## src/rtl/larng_pkg.sv

```systemverilog
`default_nettype none
// ============================================================================
// Module      : larng_pkg
// Description : Shared types and constants for the laRNG UART transmitter.
//               Holds the transmitter state encoding, the UART data width,
//               the default bit period and an even-parity helper.
// Optional    : LARNG_UART_TX_PARITY_EN (consumed by larng_uart_tx)
// Revision    : 1.0 - initial release
// ============================================================================
package larng_pkg;

    localparam int unsigned UART_DATA_BITS  = 8;
    localparam int unsigned UART_BIT_IDX_W  = $clog2(UART_DATA_BITS);
    // 40 MHz system clock / 9600 baud
    localparam int unsigned DEFAULT_CLK_DIV = 4167;

    typedef enum logic [2:0] {
        ST_IDLE   = 3'd0,
        ST_START  = 3'd1,
        ST_DATA   = 3'd2,
        ST_PARITY = 3'd3,
        ST_STOP   = 3'd4
    } uart_state_e;

    function automatic logic even_parity(input logic [UART_DATA_BITS-1:0] b);
        return ^b;
    endfunction

endpackage
`default_nettype wire

```

## src/rtl/larng_uart_tx_fifo.sv

```systemverilog
`default_nettype none
// ============================================================================
// Module      : larng_uart_tx_fifo
// Description : Synchronous byte FIFO buffering RNG bytes ahead of the UART
//               serializer. Pointers carry one extra wrap bit so that full
//               and empty are distinguished without a separate counter.
//               Pushes while full and pops while empty are ignored.
// Ports       : clock, resetb   - clock / async active-low reset
//               push_i, wdata_i - write strobe and byte
//               pop_i, rdata_o  - read strobe and head-of-queue byte
//               full_o, empty_o - occupancy flags
// Revision    : 1.0 - initial release
// ============================================================================
module larng_uart_tx_fifo
    import larng_pkg::*;
#(
    parameter int unsigned FIFO_DEPTH = 4
) (
    input  logic                      clock,
    input  logic                      resetb,
    input  logic                      push_i,
    input  logic [UART_DATA_BITS-1:0] wdata_i,
    input  logic                      pop_i,
    output logic [UART_DATA_BITS-1:0] rdata_o,
    output logic                      full_o,
    output logic                      empty_o
);

    localparam int unsigned AW = $clog2(FIFO_DEPTH);

    logic [AW:0]               wptr_q;
    logic [AW:0]               rptr_q;
    logic [UART_DATA_BITS-1:0] mem_q [FIFO_DEPTH];
    logic                      push_ok;
    logic                      pop_ok;

    assign empty_o = (wptr_q == rptr_q);
    // Same slot index, opposite lap: the writer is a full lap ahead.
    assign full_o  = ((wptr_q ^ rptr_q) == {1'b1, {AW{1'b0}}});
    assign push_ok = push_i && !full_o;
    assign pop_ok  = pop_i && !empty_o;
    assign rdata_o = mem_q[rptr_q[AW-1:0]];

    always_ff @(posedge clock or negedge resetb) begin
        if (!resetb) begin
            wptr_q <= '0;
            rptr_q <= '0;
        end else begin
            if (push_ok) wptr_q <= wptr_q + 1'b1;
            if (pop_ok)  rptr_q <= rptr_q + 1'b1;
        end
    end

    // Storage needs no reset; only entries between the pointers are read.
    always_ff @(posedge clock) begin
        if (push_ok) mem_q[wptr_q[AW-1:0]] <= wdata_i;
    end

endmodule
`default_nettype wire

```

## src/rtl/larng_uart_tx.sv

```systemverilog
`default_nettype none
// ============================================================================
// Module      : larng_uart_tx
// Description : UART transmitter for laRNG. Accepts bytes over a
//               valid/ready handshake into a small FIFO and serializes them
//               LSB first as 8N1 frames (8E1 when parity is enabled).
//               Frames are sent back-to-back while the FIFO holds data.
// Ports       : clock, resetb - clock / async active-low reset
//               din, din_valid, din_ready - byte producer handshake
//               tx       - serial line, idle high, driven from a flop
//               busy     - frame in flight or FIFO non-empty
//               overflow - sticky, a byte was offered while not ready
// Optional    : LARNG_UART_TX_PARITY_EN inserts an even-parity bit between
//               data bit 7 and the stop bit.
// Revision    : 1.0 - initial release
// ============================================================================
module larng_uart_tx
    import larng_pkg::*;
#(
    parameter int unsigned CLK_DIV    = DEFAULT_CLK_DIV,
    parameter int unsigned FIFO_DEPTH = 4
) (
    input  logic                      clock,
    input  logic                      resetb,
    input  logic [UART_DATA_BITS-1:0] din,
    input  logic                      din_valid,
    output logic                      din_ready,
    output logic                      tx,
    output logic                      busy,
    output logic                      overflow
);

    localparam int unsigned      CNT_W     = $clog2(CLK_DIV);
    localparam logic [CNT_W-1:0] BAUD_LAST = CNT_W'(CLK_DIV - 1);
    localparam logic [UART_BIT_IDX_W-1:0] BIT_LAST = UART_BIT_IDX_W'(UART_DATA_BITS - 1);

    uart_state_e               state_q, state_d;
    logic [CNT_W-1:0]          baud_q, baud_d;
    logic [UART_BIT_IDX_W-1:0] bit_q, bit_d;
    logic [UART_DATA_BITS-1:0] shift_q, shift_d;
    logic                      tx_q, tx_d;
    logic                      overflow_q;
`ifdef LARNG_UART_TX_PARITY_EN
    logic                      parity_q, parity_d;
`endif

    logic                      fifo_pop;
    logic [UART_DATA_BITS-1:0] fifo_rdata;
    logic                      fifo_full;
    logic                      fifo_empty;
    logic                      baud_end;

    larng_uart_tx_fifo #(
        .FIFO_DEPTH (FIFO_DEPTH)
    ) u_fifo (
        .clock   (clock),
        .resetb  (resetb),
        .push_i  (din_valid),
        .wdata_i (din),
        .pop_i   (fifo_pop),
        .rdata_o (fifo_rdata),
        .full_o  (fifo_full),
        .empty_o (fifo_empty)
    );

    assign din_ready = !fifo_full;
    assign tx        = tx_q;
    assign busy      = (state_q != ST_IDLE) || !fifo_empty;
    assign overflow  = overflow_q;
    assign baud_end  = (baud_q == BAUD_LAST);

    always_ff @(posedge clock or negedge resetb) begin
        if (!resetb) begin
            state_q    <= ST_IDLE;
            baud_q     <= '0;
            bit_q      <= '0;
            shift_q    <= '0;
            tx_q       <= 1'b1;
            overflow_q <= 1'b0;
`ifdef LARNG_UART_TX_PARITY_EN
            parity_q   <= 1'b0;
`endif
        end else begin
            state_q    <= state_d;
            baud_q     <= baud_d;
            bit_q      <= bit_d;
            shift_q    <= shift_d;
            tx_q       <= tx_d;
            if (din_valid && !din_ready) overflow_q <= 1'b1;
`ifdef LARNG_UART_TX_PARITY_EN
            parity_q   <= parity_d;
`endif
        end
    end

    // tx_d is the line level of the state being entered, so the registered
    // tx lines up exactly with state_q and never glitches.
    always_comb begin
        state_d  = state_q;
        baud_d   = baud_q + 1'b1;
        bit_d    = bit_q;
        shift_d  = shift_q;
        tx_d     = tx_q;
        fifo_pop = 1'b0;
`ifdef LARNG_UART_TX_PARITY_EN
        parity_d = parity_q;
`endif
        case (state_q)
            ST_IDLE: begin
                baud_d = '0;
                tx_d   = 1'b1;
                if (!fifo_empty) begin
                    fifo_pop = 1'b1;
                    shift_d  = fifo_rdata;
                    state_d  = ST_START;
                    tx_d     = 1'b0;
`ifdef LARNG_UART_TX_PARITY_EN
                    parity_d = even_parity(fifo_rdata);
`endif
                end
            end
            ST_START: begin
                if (baud_end) begin
                    baud_d  = '0;
                    bit_d   = '0;
                    state_d = ST_DATA;
                    tx_d    = shift_q[0];
                end
            end
            ST_DATA: begin
                if (baud_end) begin
                    baud_d = '0;
                    if (bit_q == BIT_LAST) begin
`ifdef LARNG_UART_TX_PARITY_EN
                        state_d = ST_PARITY;
                        tx_d    = parity_q;
`else
                        state_d = ST_STOP;
                        tx_d    = 1'b1;
`endif
                    end else begin
                        bit_d   = bit_q + 1'b1;
                        shift_d = shift_q >> 1;
                        tx_d    = shift_q[1];
                    end
                end
            end
`ifdef LARNG_UART_TX_PARITY_EN
            ST_PARITY: begin
                if (baud_end) begin
                    baud_d  = '0;
                    state_d = ST_STOP;
                    tx_d    = 1'b1;
                end
            end
`endif
            ST_STOP: begin
                if (baud_end) begin
                    baud_d = '0;
                    // Chain straight into the next frame when data is waiting.
                    if (!fifo_empty) begin
                        fifo_pop = 1'b1;
                        shift_d  = fifo_rdata;
                        state_d  = ST_START;
                        tx_d     = 1'b0;
`ifdef LARNG_UART_TX_PARITY_EN
                        parity_d = even_parity(fifo_rdata);
`endif
                    end else begin
                        state_d = ST_IDLE;
                        tx_d    = 1'b1;
                    end
                end
            end
            default: begin
                state_d = ST_IDLE;
                baud_d  = '0;
                tx_d    = 1'b1;
            end
        endcase
    end

endmodule
`default_nettype wire
```

## config.mk

```make
export PLATFORM = sky130hd
export DESIGN_NAME = larng_uart_tx
export DESIGN_NICKNAME = d
export VERILOG_FILES = /design/src/rtl/larng_pkg.sv /design/src/rtl/larng_uart_tx_fifo.sv /design/src/rtl/larng_uart_tx.sv
export SDC_FILE = /design/constraint.sdc
export NUM_CORES = 1
export LEC_CHECK = 0
export CAP_MARGIN = 30
export CORE_MARGIN = 3
export CORE_UTILIZATION = 30
export DETAILED_ROUTE_END_ITERATION = 8
export PLACE_DENSITY_LB_ADDON = 0.15
export SLEW_MARGIN = 15
export SYNTH_ARGS = -nofsm -noshare
export SYNTH_HDL_FRONTEND = slang
export SYNTH_SLANG_ARGS = --single-unit
```

## constraint.sdc

```tcl
create_clock -name clock -period 3.8 [get_ports clock]
set_input_delay 0.38 -clock clock [delete_from_list [all_inputs] [get_ports clock]]
set_output_delay 0.38 -clock clock [all_outputs]
set_load 0.01 [all_outputs]
```

Word-level counts from Yosys, hierarchy flattened
Memory sizes are Yosys's and may differ from the RTL's.
Cells that the tools add are included.
{"block": "totals", "register_bits": 35, "output_inout_bits": 4, "word_cells": 71, "in_bits": 11, "mem_count": 1, "ram_bits": 32}
{"memory": "u_fifo.mem_q", "words": 4, "word_bits": 8, "read_ports": 1, "rd_ports_with_merged_regs": 0, "write_ports": 1, "line": "larng_uart_tx_fifo.sv:33", "source": "logic [UART_DATA_BITS-1:0] mem_q [FIFO_DEPTH];"}
{"block": "op_classes", "n_mux": 29, "n_addsub": 4, "eq_ne": 13, "n_bitwise": 1, "reduce_logical": 15}
{"operator": "$mux 8", "n": 4}
{"operator": "$mux 13", "n": 2}
{"operator": "$mux 3", "n": 8}
{"operator": "$pmux 8 s3", "n": 1}
{"operator": "$add 13x1->13 const B", "n": 1}
{"operator": "$eq 13x13->1 const B", "n": 1}
{"operator": "$ne 2x2->1 const B", "n": 6}
{"operator": "$pmux 3 s4", "n": 1}
{"operator": "$mux 1", "n": 10}
{"operator": "$add 3x1->3 const B", "n": 3}
{"operator": "$eq 3x3->1 const B", "n": 3}
{"operator": "$reduce_and 4->1", "n": 2}
{"operator": "$pmux 3 s2", "n": 1}
{"operator": "$reduce_bool 3->1", "n": 2}
{"operator": "$reduce_and 5->1", "n": 1}
{"operator": "$pmux 1 s4", "n": 1}
{"operator": "$eq 3x1->1 const B", "n": 1}
{"operator": "$eq 3x2->1 const B", "n": 1}
{"operator": "$eq 3x3->1", "n": 1}
{"operator": "$logic_and 1x1->1", "n": 3}
{"operator": "$logic_not 3->1", "n": 1}
{"operator": "$reduce_and 3->1", "n": 1}
{"operator": "$reduce_or 3->1", "n": 1}
{"operator": "$xor 3x3->3", "n": 1}
{"operator": "other kinds (4)", "n": 5}

Depth between registers and ports, before layout
{"block": "logic_depth", "depth_word": 6, "ltp_mapped": 7, "depth_no_buf": 6}

By module
A second synthesis with hierarchy kept.
{"block": "unflattened", "hier_cells": 236, "hier_area_um2": 3268.1}
{"mod": "larng_uart_tx_fifo", "cells_each": 90, "n_inst": 1, "area_each_um2": 1695.4, "seq_area_each_um2": 1111.1}
{"mod": "larng_uart_tx", "cells_each": 146, "n_inst": 1, "area_each_um2": 1572.8, "seq_area_each_um2": 726.9}

Worst setup path after synthesis
Ideal clock, no wire load.
{"block": "synth_path", "path_type": "flip-flop to flip-flop", "from": "register baud_q[0]", "to": "register shift_q[6]", "slack_ns": 1.886, "period_less_slack_ns": 1.914, "t_arrival_ns": 1.789, "setup_time_ns": 0.125, "path_buffers": 0, "stages_incl_launch_ff": 7, "required_ns": 3.675, "cell_sequence": "dfrtp_1 > inv_1 > ha_1 > and4bb_2 > a31oi_1 > o32ai_4 > mux2_4"}
{"block": "synth_between", "elab_chain_len": 3, "word_cells_on_any_way": 4, "classes_between": "eq/ne (3); reduce/logical (1)"}
{"item": "start, declared", "line": "larng_uart_tx.sv:38", "source": "logic [CNT_W-1:0] baud_q, baud_d;"}
{"item": "start signal, assigned", "line": "larng_uart_tx.sv:85", "source": "baud_q <= baud_d;"}
{"item": "$eq 13x13->1 *", "line": "larng_uart_tx.sv:70", "source": "assign baud_end = (baud_q == BAUD_LAST);"}
{"item": "$ne 2x2->1 (no line)"}
{"item": "$reduce_and 4->1 (no line) *"}
{"item": "end signal, assigned", "line": "larng_uart_tx.sv:87", "source": "shift_q <= shift_d;"}
{"item": "end, declared", "line": "larng_uart_tx.sv:40", "source": "logic [UART_DATA_BITS-1:0] shift_q, shift_d;"}
Mark *: on every way between the ends. The rest lies on a longest branch, timed or not.
A chain may end at the register's enable or synchronous reset.

Worst setup path in the final report
{"block": "layout_path", "from": "register u_fifo.rptr_q[0]", "to": "output port din_ready"}
{"block": "layout_between", "elab_chain_len": 3}
{"item": "start, declared", "line": "larng_uart_tx_fifo.sv:32", "source": "logic [AW:0] rptr_q;"}
{"item": "start signal, assigned", "line": "larng_uart_tx_fifo.sv:50", "source": "if (pop_ok) rptr_q <= rptr_q + 1'b1;"}
{"item": "$xor 3x3->3", "line": "larng_uart_tx_fifo.sv:39", "source": "assign full_o = ((wptr_q ^ rptr_q) == {1'b1, {AW{1'b0}}});"}
{"item": "$eq 3x3->1", "line": "larng_uart_tx_fifo.sv:39"}
{"item": "$logic_not 1->1", "line": "larng_uart_tx.sv:66", "source": "assign din_ready = !fifo_full;"}
{"item": "end, declared", "line": "larng_uart_tx.sv:27", "source": "output logic din_ready,"}
Every way passes these cells.

==> metrics.yaml <==
overflow: 0
synth-main-ff-cell: "dfrtp_1"
synth.top_cells.by_area: "edfxtp_1, dfrtp_1, mux4_1"
netlist_instances: 221
cts_tree: "yes"
antenna_left: 0
fin_nets: 261
dpl_worst_slack_ns: 1.562
cts_buffers: 9
routed_via_density: 4.504
synth_top_area_share: 0.3071
required_ns: 3.42
setup_viol_count_final: 0
ys_seq_elements: 67
drtIter0Drc: 46
place_inst: 363
wl_per_cell_um: 13.98
wirelength_mm: 5.297
synth_fp_nets: 241
drc_errors: 0
power_mw: 1.930
ff2ff_path_depth: 6
synth_edf_count: 32
design_area_mm2: 0.003578
drive_gt1_frac: 0.1870
yosysMostFrequentCell: "dfrtp_1"
portBuffers: 14
post_dp_cell_area_mm2: 0.003403
dieHeight_um: 108.1
grt_pass1_vias: 1815
timing.final.ws_setup_ns: 1.423
worst_slew_pin_slew_ns: 0.7898
fin_crit_ns: 2.377
syn_to_final_growth_pct: 14.35
rows: 36
ys_async_sr_fraction: 0.5224
core_mm2: 0.009955
startpoint_type: "flop"
syn_area_mm2: 0.003129
p_per_area_mw_per_mm2: 539.3
crit_type: "flop to output pin"
synth-warning-count: 0
diodes: 0
grt_pass1_wl_mm: 9.197
vdd_ir_drop_max_v: 0.0002250
clock_sink_count: 67
ctsResizeCount: 0
cts_root_buf: "clkbuf_8"
slew_violations: 0
hold_class: "input pin to async pin"
vias: 1707
rsz0062_at_grt: "no"
clockBufferDepth: 2
fin_tns_setup_ns: 0
min_period_over_period: 0.6255
first_pass_iters: 4
post_cts_buffers: 0
yosysSeqAreaShare: 0.5874
drv_cap: 0
end_kind: "output pin"
clock_latency_ns: 0.35
grt_max_degree: 36
cts_hold_buf: 0
io_pins: 15
die_area_mm2: 0.01169
yosysTopAreaCell: "edfxtp_1"
fmax_mhz: 420.7
finalHoldViolCount: 0
critical_path.max_fanout: 11
final.fill_count: 962
synth.top_cells.by_count: "dfrtp_1, edfxtp_1, nor2_1"
stdcell_count: 379
fp.dieW_um: 108.1
leakagePower_nw: 1.353
syn_avg_cell_area_um2: 14.16
start_util: 0.3144
status: "completed"
antenna_found_initial: 0
finClkSkew_ns: 0.01478
track_usage: 0.1032
synth_cell_type_count: 39
arrival_ns: 2.00
htreeDepth: 3
cts.clk_slew.worst_paths_ns: 0.08
hpwl_mm: 3.674
place_congestion: 0.6773
maxSlewHeadroom: 0.4735
-- state kept, by name, indices dropped and copies added (netlist names) --
signal / count
u_fifo.mem_q: 32
baud_q: 13
shift_q: 8
bit_q: 3
state_q: 3
u_fifo.rptr_q: 3
u_fifo.wptr_q: 3
overflow: 1
tx: 1
-- cell families (layout without fill, tap and decap cells) --
logic type      count (synthesis)  after routing  synth area share
flops                          67             67            0.5874
simple gates                   66             66            0.1236
mux                            28             28            0.1391
xor+xnor                       18             18           0.05038
buf+inv                        17             42           0.02439
compound gates                 16             16           0.03919
fa+ha+maj                       9              9           0.03599
-- cell type report --
class,count,area [µm²],area share
multi-input cells,137,1215,0.3395
clock buffers,9,123.9,0.03462
repair buffers,15,142.6,0.03986
clock inverters,7,51.30,0.01434
well taps,133,166.4,0.04650
flip-flops and latches,67,1838,0.5136
inverters,11,41.29,0.01154
-- routing by layer --
layer,up-vias,wire length (µm),GRT usage
met2,18,2477,0.1616
li1,852,-,-
met4,0,63,0.03787
met5,-,0,0
met1,831,2553,0.1301
met3,6,203,0.03940
-- layout by cell type (no fill, tap or decap), types with 8 or more instances in the layout --
cell type	synthesis	final
clkbuf_8	0	9
ha_1	9	9
nand2_1	10	10
clkdlybuf4s50_1	0	13
mux2_2	16	16
edfxtp_1	32	32
mux4_1	8	8
xnor2_1	12	12
nor2_1	19	19
inv_1	11	11
dfrtp_1	34	34
-- metrics by stage --
| stage | utilization | hold WS, ns |
|---|---|---|
| global placement | 0.3419 | 0.4634 |
| global route | 0.3595 | 0.1802 |
| floorplan | - | 0.08441 |
| CTS | 0.3595 | 0.1382 |
| detailed placement | 0.3419 | 0.4791 |
| finish | 0.3595 | 0.1150 |
-- path summary, 6_finish.rpt --
kind | startpoint | endpoint | slack [ns]
worst max-delay path | u_fifo.rptr_q[0] | din_ready | 1.42
max in group asynchronous | resetb | shift_q[6] | 3.18
min in group clock | overflow | overflow | 0.49
worst min register to register | overflow | overflow | 0.49
worst max register to register | baud_q[0] | shift_q[6] | 1.55
worst min-delay path | resetb | shift_q[4] | 0.12
-- critical path, cell delays in order (launching register included) --
cell             delay [ns]
dfrtp_1                0.55
xnor2_1                0.43
nand3_1                0.16
clkdlybuf4s50_1        0.51
-- report_power, final --
group          internal, mW  leakage (nW)  switching (mW)
logic                 0.194         0.535           0.183
clock network         0.240        0.0860           0.293
registers             0.910         0.732           0.110
total                  1.34          1.35           0.587
Power figures use the tool's default switching activity.
